File: src/rtl/thumb_shift_decode.sv
// Issue stage for the shift/move execute unit. Decodes Thumb-16 shift/move
// encodings, reads operands from r0-r7 and sequences one execute pulse and
// one writeback strobe per accepted instruction.
module thumb_shift_decode #(
  parameter int unsigned RF_RD_LAT = 1
) (
  input  logic        clk,
  input  logic        rst,
  input  logic        inst_valid,
  input  logic [15:0] inst,
  output logic        inst_ready,
  output logic [2:0]  rf_raddr_a,
  output logic [2:0]  rf_raddr_b,
  input  logic [31:0] rf_rdata_a,
  input  logic [31:0] rf_rdata_b,
  output logic        en_inst,
  output logic        S,
  output logic [31:0] Rm,
  output logic [7:0]  operand2,
  output logic [1:0]  stype,
  output logic        wb_we,
  output logic [2:0]  wb_addr,
  output logic        undef
);

  typedef enum logic [2:0] {StIdle, StRead, StLatch, StExec, StWb} state_e;

  state_e      state_q, state_d;
  logic [1:0]  cnt_q, cnt_d;

  // Fields captured at accept time
  logic [1:0]  stype_q;
  logic [7:0]  imm_q;
  logic [2:0]  rd_q;
  logic [2:0]  ra_q;
  logic [2:0]  rb_q;
  logic        rm_imm_q;   // Rm comes from imm_q (MOVS)
  logic        op2_reg_q;  // operand2 comes from rf_rdata_b (register shifts)

  // Registered outputs to the execute unit
  logic [31:0] rm_q;
  logic [7:0]  op2_q;
  logic [1:0]  stype_out_q;
  logic        s_q;
  logic [2:0]  wb_addr_q;
  logic        undef_q;

  // Decode results
  logic        dec_ok;
  logic [1:0]  dec_stype;
  logic [7:0]  dec_imm;
  logic [2:0]  dec_rd;
  logic [2:0]  dec_ra;
  logic [2:0]  dec_rb;
  logic        dec_rm_imm;
  logic        dec_op2_reg;

  logic        accept;
  logic        unused_rdata_b;

  assign unused_rdata_b = ^rf_rdata_b[31:8];

  // Combinational decode of the offered instruction word
  always_comb begin
    dec_ok      = 1'b0;
    dec_stype   = 2'b00;
    dec_imm     = 8'h00;
    dec_rd      = 3'd0;
    dec_ra      = 3'd0;
    dec_rb      = 3'd0;
    dec_rm_imm  = 1'b0;
    dec_op2_reg = 1'b0;
    if (inst[15:13] == 3'b000 && inst[12:11] != 2'b11) begin
      // Shift by immediate; LSR/ASR encode a shift of 32 as imm5 == 0
      dec_ok    = 1'b1;
      dec_stype = inst[12:11];
      dec_imm   = {3'b000, inst[10:6]};
      if (inst[12:11] != 2'b00 && inst[10:6] == 5'd0) begin
        dec_imm = 8'd32;
      end
      dec_ra = inst[5:3];
      dec_rd = inst[2:0];
    end else if (inst[15:11] == 5'b00100) begin
      dec_ok     = 1'b1;
      dec_rd     = inst[10:8];
      dec_imm    = inst[7:0];
      dec_rm_imm = 1'b1;
    end else if (inst[15:10] == 6'b010000) begin
      dec_ra      = inst[2:0];
      dec_rb      = inst[5:3];
      dec_rd      = inst[2:0];
      dec_op2_reg = 1'b1;
      unique case (inst[9:6])
        4'b0010: begin dec_ok = 1'b1; dec_stype = 2'b00; end
        4'b0011: begin dec_ok = 1'b1; dec_stype = 2'b01; end
        4'b0100: begin dec_ok = 1'b1; dec_stype = 2'b10; end
        default: dec_ok = 1'b0;
      endcase
    end
  end

  assign inst_ready = (state_q == StIdle);
  assign accept     = inst_valid && inst_ready;

  // Next-state logic for the issue sequence
  always_comb begin
    state_d = state_q;
    cnt_d   = cnt_q;
    unique case (state_q)
      StIdle: begin
        if (accept && dec_ok) begin
          state_d = StRead;
          cnt_d   = 2'd0;
        end
      end
      StRead: begin
        if (cnt_q == 2'(RF_RD_LAT - 1)) begin
          state_d = StLatch;
        end else begin
          cnt_d = cnt_q + 2'd1;
        end
      end
      StLatch: state_d = StExec;
      StExec:  state_d = StWb;
      StWb:    state_d = StIdle;
      default: state_d = StIdle;
    endcase
  end

  // State register and counter
  always_ff @(posedge clk or negedge rst) begin
    if (!rst) begin
      state_q <= StIdle;
      cnt_q   <= 2'd0;
    end else begin
      state_q <= state_d;
      cnt_q   <= cnt_d;
    end
  end

  // Capture decoded fields on accept; undef pulses the cycle after a bad word
  always_ff @(posedge clk or negedge rst) begin
    if (!rst) begin
      stype_q   <= 2'b00;
      imm_q     <= 8'h00;
      rd_q      <= 3'd0;
      ra_q      <= 3'd0;
      rb_q      <= 3'd0;
      rm_imm_q  <= 1'b0;
      op2_reg_q <= 1'b0;
      undef_q   <= 1'b0;
    end else begin
      undef_q <= accept && !dec_ok;
      if (accept && dec_ok) begin
        stype_q   <= dec_stype;
        imm_q     <= dec_imm;
        rd_q      <= dec_rd;
        ra_q      <= dec_ra;
        rb_q      <= dec_rb;
        rm_imm_q  <= dec_rm_imm;
        op2_reg_q <= dec_op2_reg;
      end
    end
  end

  // Execute-unit operands update only when leaving LATCH, so they stay stable
  // around the en_inst edge and through writeback
  always_ff @(posedge clk or negedge rst) begin
    if (!rst) begin
      rm_q        <= 32'h0;
      op2_q       <= 8'h00;
      stype_out_q <= 2'b00;
      s_q         <= 1'b0;
      wb_addr_q   <= 3'd0;
    end else if (state_q == StLatch) begin
      rm_q        <= rm_imm_q ? {24'h0, imm_q} : rf_rdata_a;
      op2_q       <= rm_imm_q ? 8'h00 : (op2_reg_q ? rf_rdata_b[7:0] : imm_q);
      stype_out_q <= stype_q;
      s_q         <= 1'b1;
      wb_addr_q   <= rd_q;
    end
  end

  assign rf_raddr_a = ra_q;
  assign rf_raddr_b = rb_q;
  assign en_inst    = (state_q == StExec);
  assign wb_we      = (state_q == StWb);
  assign Rm         = rm_q;
  assign operand2   = op2_q;
  assign stype      = stype_out_q;
  assign S          = s_q;
  assign wb_addr    = wb_addr_q;
  assign undef      = undef_q;

endmodule
File: config.mk
export PLATFORM = sky130hd
export DESIGN_NAME = thumb_shift_decode
export DESIGN_NICKNAME = d
export VERILOG_FILES = /design/src/rtl/thumb_shift_decode.sv
export SDC_FILE = /design/constraint.sdc
export NUM_CORES = 1
export LEC_CHECK = 0
export ABC_AREA = 1
export CAP_MARGIN = 5
export CORE_MARGIN = 2
export CORE_UTILIZATION = 46
export CTS_BUF_LIST = sky130_fd_sc_hd__clkbuf_16
export DETAILED_ROUTE_END_ITERATION = 10
export GPL_ROUTABILITY_DRIVEN = 1
export PLACE_DENSITY = 0.85
export RECOVER_POWER = 100
export SLEW_MARGIN = 20
export SYNTH_ARGS = -nofsm -noshare
export SYNTH_HDL_FRONTEND = slang
export SYNTH_SLANG_ARGS = --single-unit
File: constraint.sdc
create_clock -name clk -period 2.65 [get_ports clk]
set_clock_uncertainty 0.15 [all_clocks]
set_input_delay 0.53 -clock clk [delete_from_list [all_inputs] [get_ports clk]]
set_output_delay 0.53 -clock clk [all_outputs]
set_load 0.01 [all_outputs]
==> out/metrics.cfg, run 1 <==
[status]
status = finished with violations
violations = max-capacitance violations, max-slew violations

[global_route]
grt_usage_pct = 20.4
grt-ovfl-total = 0
grt_max_degree = 74
grt_pass1_wl_um = 12700
antenna_found_initial = 0
grt_pass1_vias = 2786

[sta]
hold-worst-slack_ns = 0.320
hold_viol_final = 0
slew_headroom_pct = -19.0
rsz0062_at_grt = false
setup_tns_ns = 0
fin_crit_sh_pct = 93.7
setup_violations = 0
drv_slew = 74
fmax_mhz = 403
timing.final.crit_period_ns = 2.48
worstMarginPinSlew_ns = 1.78

[synthesis]
synth_edf_count = 0
synth_top_area_share_pct = 54.2
yosysSeqAreaShare_pct = 54.2
synth_area_per_cell_um2 = 8.77
yosys_warnings = 0
ys.flop_type = dfrtp_1
synthArstFlopShare_pct = 100
synth_most_common_cell = nand2_1
synth_area_leaders = dfrtp_1, nand2_1, o21ai_0
ys_types = 31
synth_nets = 468
netlist_area_mm2 = 0.00337
yosys.area.top_type = dfrtp_1
netlist_instances = 384
synth_seq_cells = 73
synth_common_cells = nand2_1, dfrtp_1, o21ai_0

[worst_setup_path]
worstPathRequired_ns = 1.97
crit_path_start_kind = flop
cp.arrival_ns = 1.80
rrSetupSlack_ns = 0.30
reg2reg_from = state_q[2]
rr_endpoint = state_q[1]
crit_type = flop to output port
crit_path_end_kind = output port
path_max_fanout = 5
worstRegToRegCells = 5

[drt]
vias = 2897
routed_wl_um = 7910
drt_iter0_markers = 142
route.detailed.drc = 0
drtPass1Iterations = 4
vias_per_cell = 4.84
ant_nets = 0
wl_per_cell_um = 13.2

[power]
power_density_mw_per_mm2 = 999
switchingPower_w = 0.00162
leakage_nw = 2.28
vdd_drop_max_mv = 0.454
power.internal_w = 0.00317
p_seq_share_pct = 36.5
combPwrFrac_pct = 37.4
switching_share_pct = 33.9
power_frac_clock_pct = 26.1

[place]
placed_area_mm2 = 0.00454
dp_hpwl_um = 5710
globalplace.congestion = 0.821
port_buffers = 114

[layout]
nNetsFinal = 579
syn2layout_area_growth_pct = 42.6
drive_gt1_share_pct = 8.00
final_cell_area_mm2 = 0.00480
antenna_cells = 0

[hold_path]
hold_path_class = flop to flop
worstHoldStart = S
whs_path_depth = 1
whs_endpoint = S

[floorplanning]
num_io_pins = 139
dieWidth_um = 89.6
start_util_pct = 47.0
rows = 31
die_h_um = 89.6
die_area_mm2 = 0.00803
core_area_mm2 = 0.00718

[clock_tree]
postCtsHoldBufs = 0
numCtsBuffers = 9
clk_pin_slew_worst_paths_ns = 0.06
clock-root-buffer = clkbuf_16
ctsResizeCount = 0
cts_tree = yes
clk_path_buf_depth = 2
cts_sinks = 73
clock_latency_ns = 0.32
htreeDepth = 3
cts_setup_buffers = 0

[job]
max_cap_viol_count = 1

-- layer usage --
metal	GRT usage (%)	up-vias	part of all wire, %
met5	0	-	0
met3	4.02	9	5.9
li1	-	1462	-
met4	8.14	0	0.87
met1	26.4	1340	44
met2	33.8	86	49
-- per-stage QoR --
| step | worst slack (ns) | std cells | util (%) | total power [W] |
|---|---|---|---|---|
| 2_1_floorplan | 1.06 | 384 | - | 0.00277 |
| 3_3_place_gp | 0.351 | 583 | 63.3 | 0.00368 |
| 3_5_place_dp | 0.311 | 583 | 63.3 | 0.00376 |
| 4_1_cts | 0.166 | 599 | 67.6 | 0.00503 |
| 5_1_grt | 0.0609 | 599 | 66.9 | 0.00517 |
| 6_report | 0.168 | 599 | 66.9 | 0.00480 |
-- cell type report --
class                           count  area (um^2)
Clock buffer                        9          225
Timing Repair Buffer              116         1150
Sequential cell                    73         1830
Fill cell                         583         2370
Tap cell                           99          124
Multi-Input combinational cell    269         1290
Inverter                           26          105
Clock inverter                      7         85.1
-- registers in the layout, indices dropped and copies added, names as in the netlist --
signal      flops
op2_reg_q       1
imm_q           8
Rm             32
stype_q         2
state_q         3
rf_raddr_a      3
wb_addr         3
cnt_q           2
S               1
operand2        8
stype           2
rm_imm_q        1
rf_raddr_b      3
undef           1
rd_q            3
-- cell usage in the layout (no fill, tap or decap), drive strengths merged, types with 7 or more instances in the layout --
master,instances
a31oi,8
clkbuf,11
clkdlybuf4s50,56
clkinv,7
dfrtp,73
dlygate4sd3,57
inv,23
mux2i,8
nand2,146
nand3,7
nor2,27
o21ai,59
-- how the worst max path moves through the flow --
stage | start | endpoint | slack (ns) | depth (start not counted)
CTS | state_q[2] | inst_ready | 0.17 | 4
global route | state_q[2] | operand2[2] | 0.06 | 5
finish | state_q[2] | inst_ready | 0.17 | 4
floorplan | inst[14] | op2_reg_q | 1.06 | 9
detailed placement | inst[12] | rd_q[2] | 0.31 | 10
global placement | inst[11] | rd_q[2] | 0.35 | 10
-- worst max-delay path: stages (launching register included) --
cell           delay (ns)
dfrtp_1              0.43
nor2_2               0.18
nand2_1              0.16
inv_1                0.11
dlygate4sd3_1        0.61
-- power by group through the flow --
stage / logic, W / registers [W] / clock network (W)
floorplan: 0.000863 / 0.00190 / 0
global placement: 0.00192 / 0.00176 / 0
detailed placement: 0.00197 / 0.00179 / 0
CTS: 0.00198 / 0.00177 / 0.00128
global route: 0.00203 / 0.00180 / 0.00133
finish: 0.00180 / 0.00175 / 0.00125
-- cell families after synthesis --
group	share of synthesized area (%)
buffers and inverters	6.28
AND/OR/NAND/NOR	24.0
AO/OA/AOI/OAI	12.7
flip-flops	54.2
multiplexers	2.38
adder cells (fa/ha/maj)	0.371
(Power assumes the default switching activity.)
==> run 2: changes to the inputs <==
- SLEW_MARGIN: 20 -> 10
==> results of run 2 <==
Same layout as run 1: the final DEF is identical, and so are final timing and power.
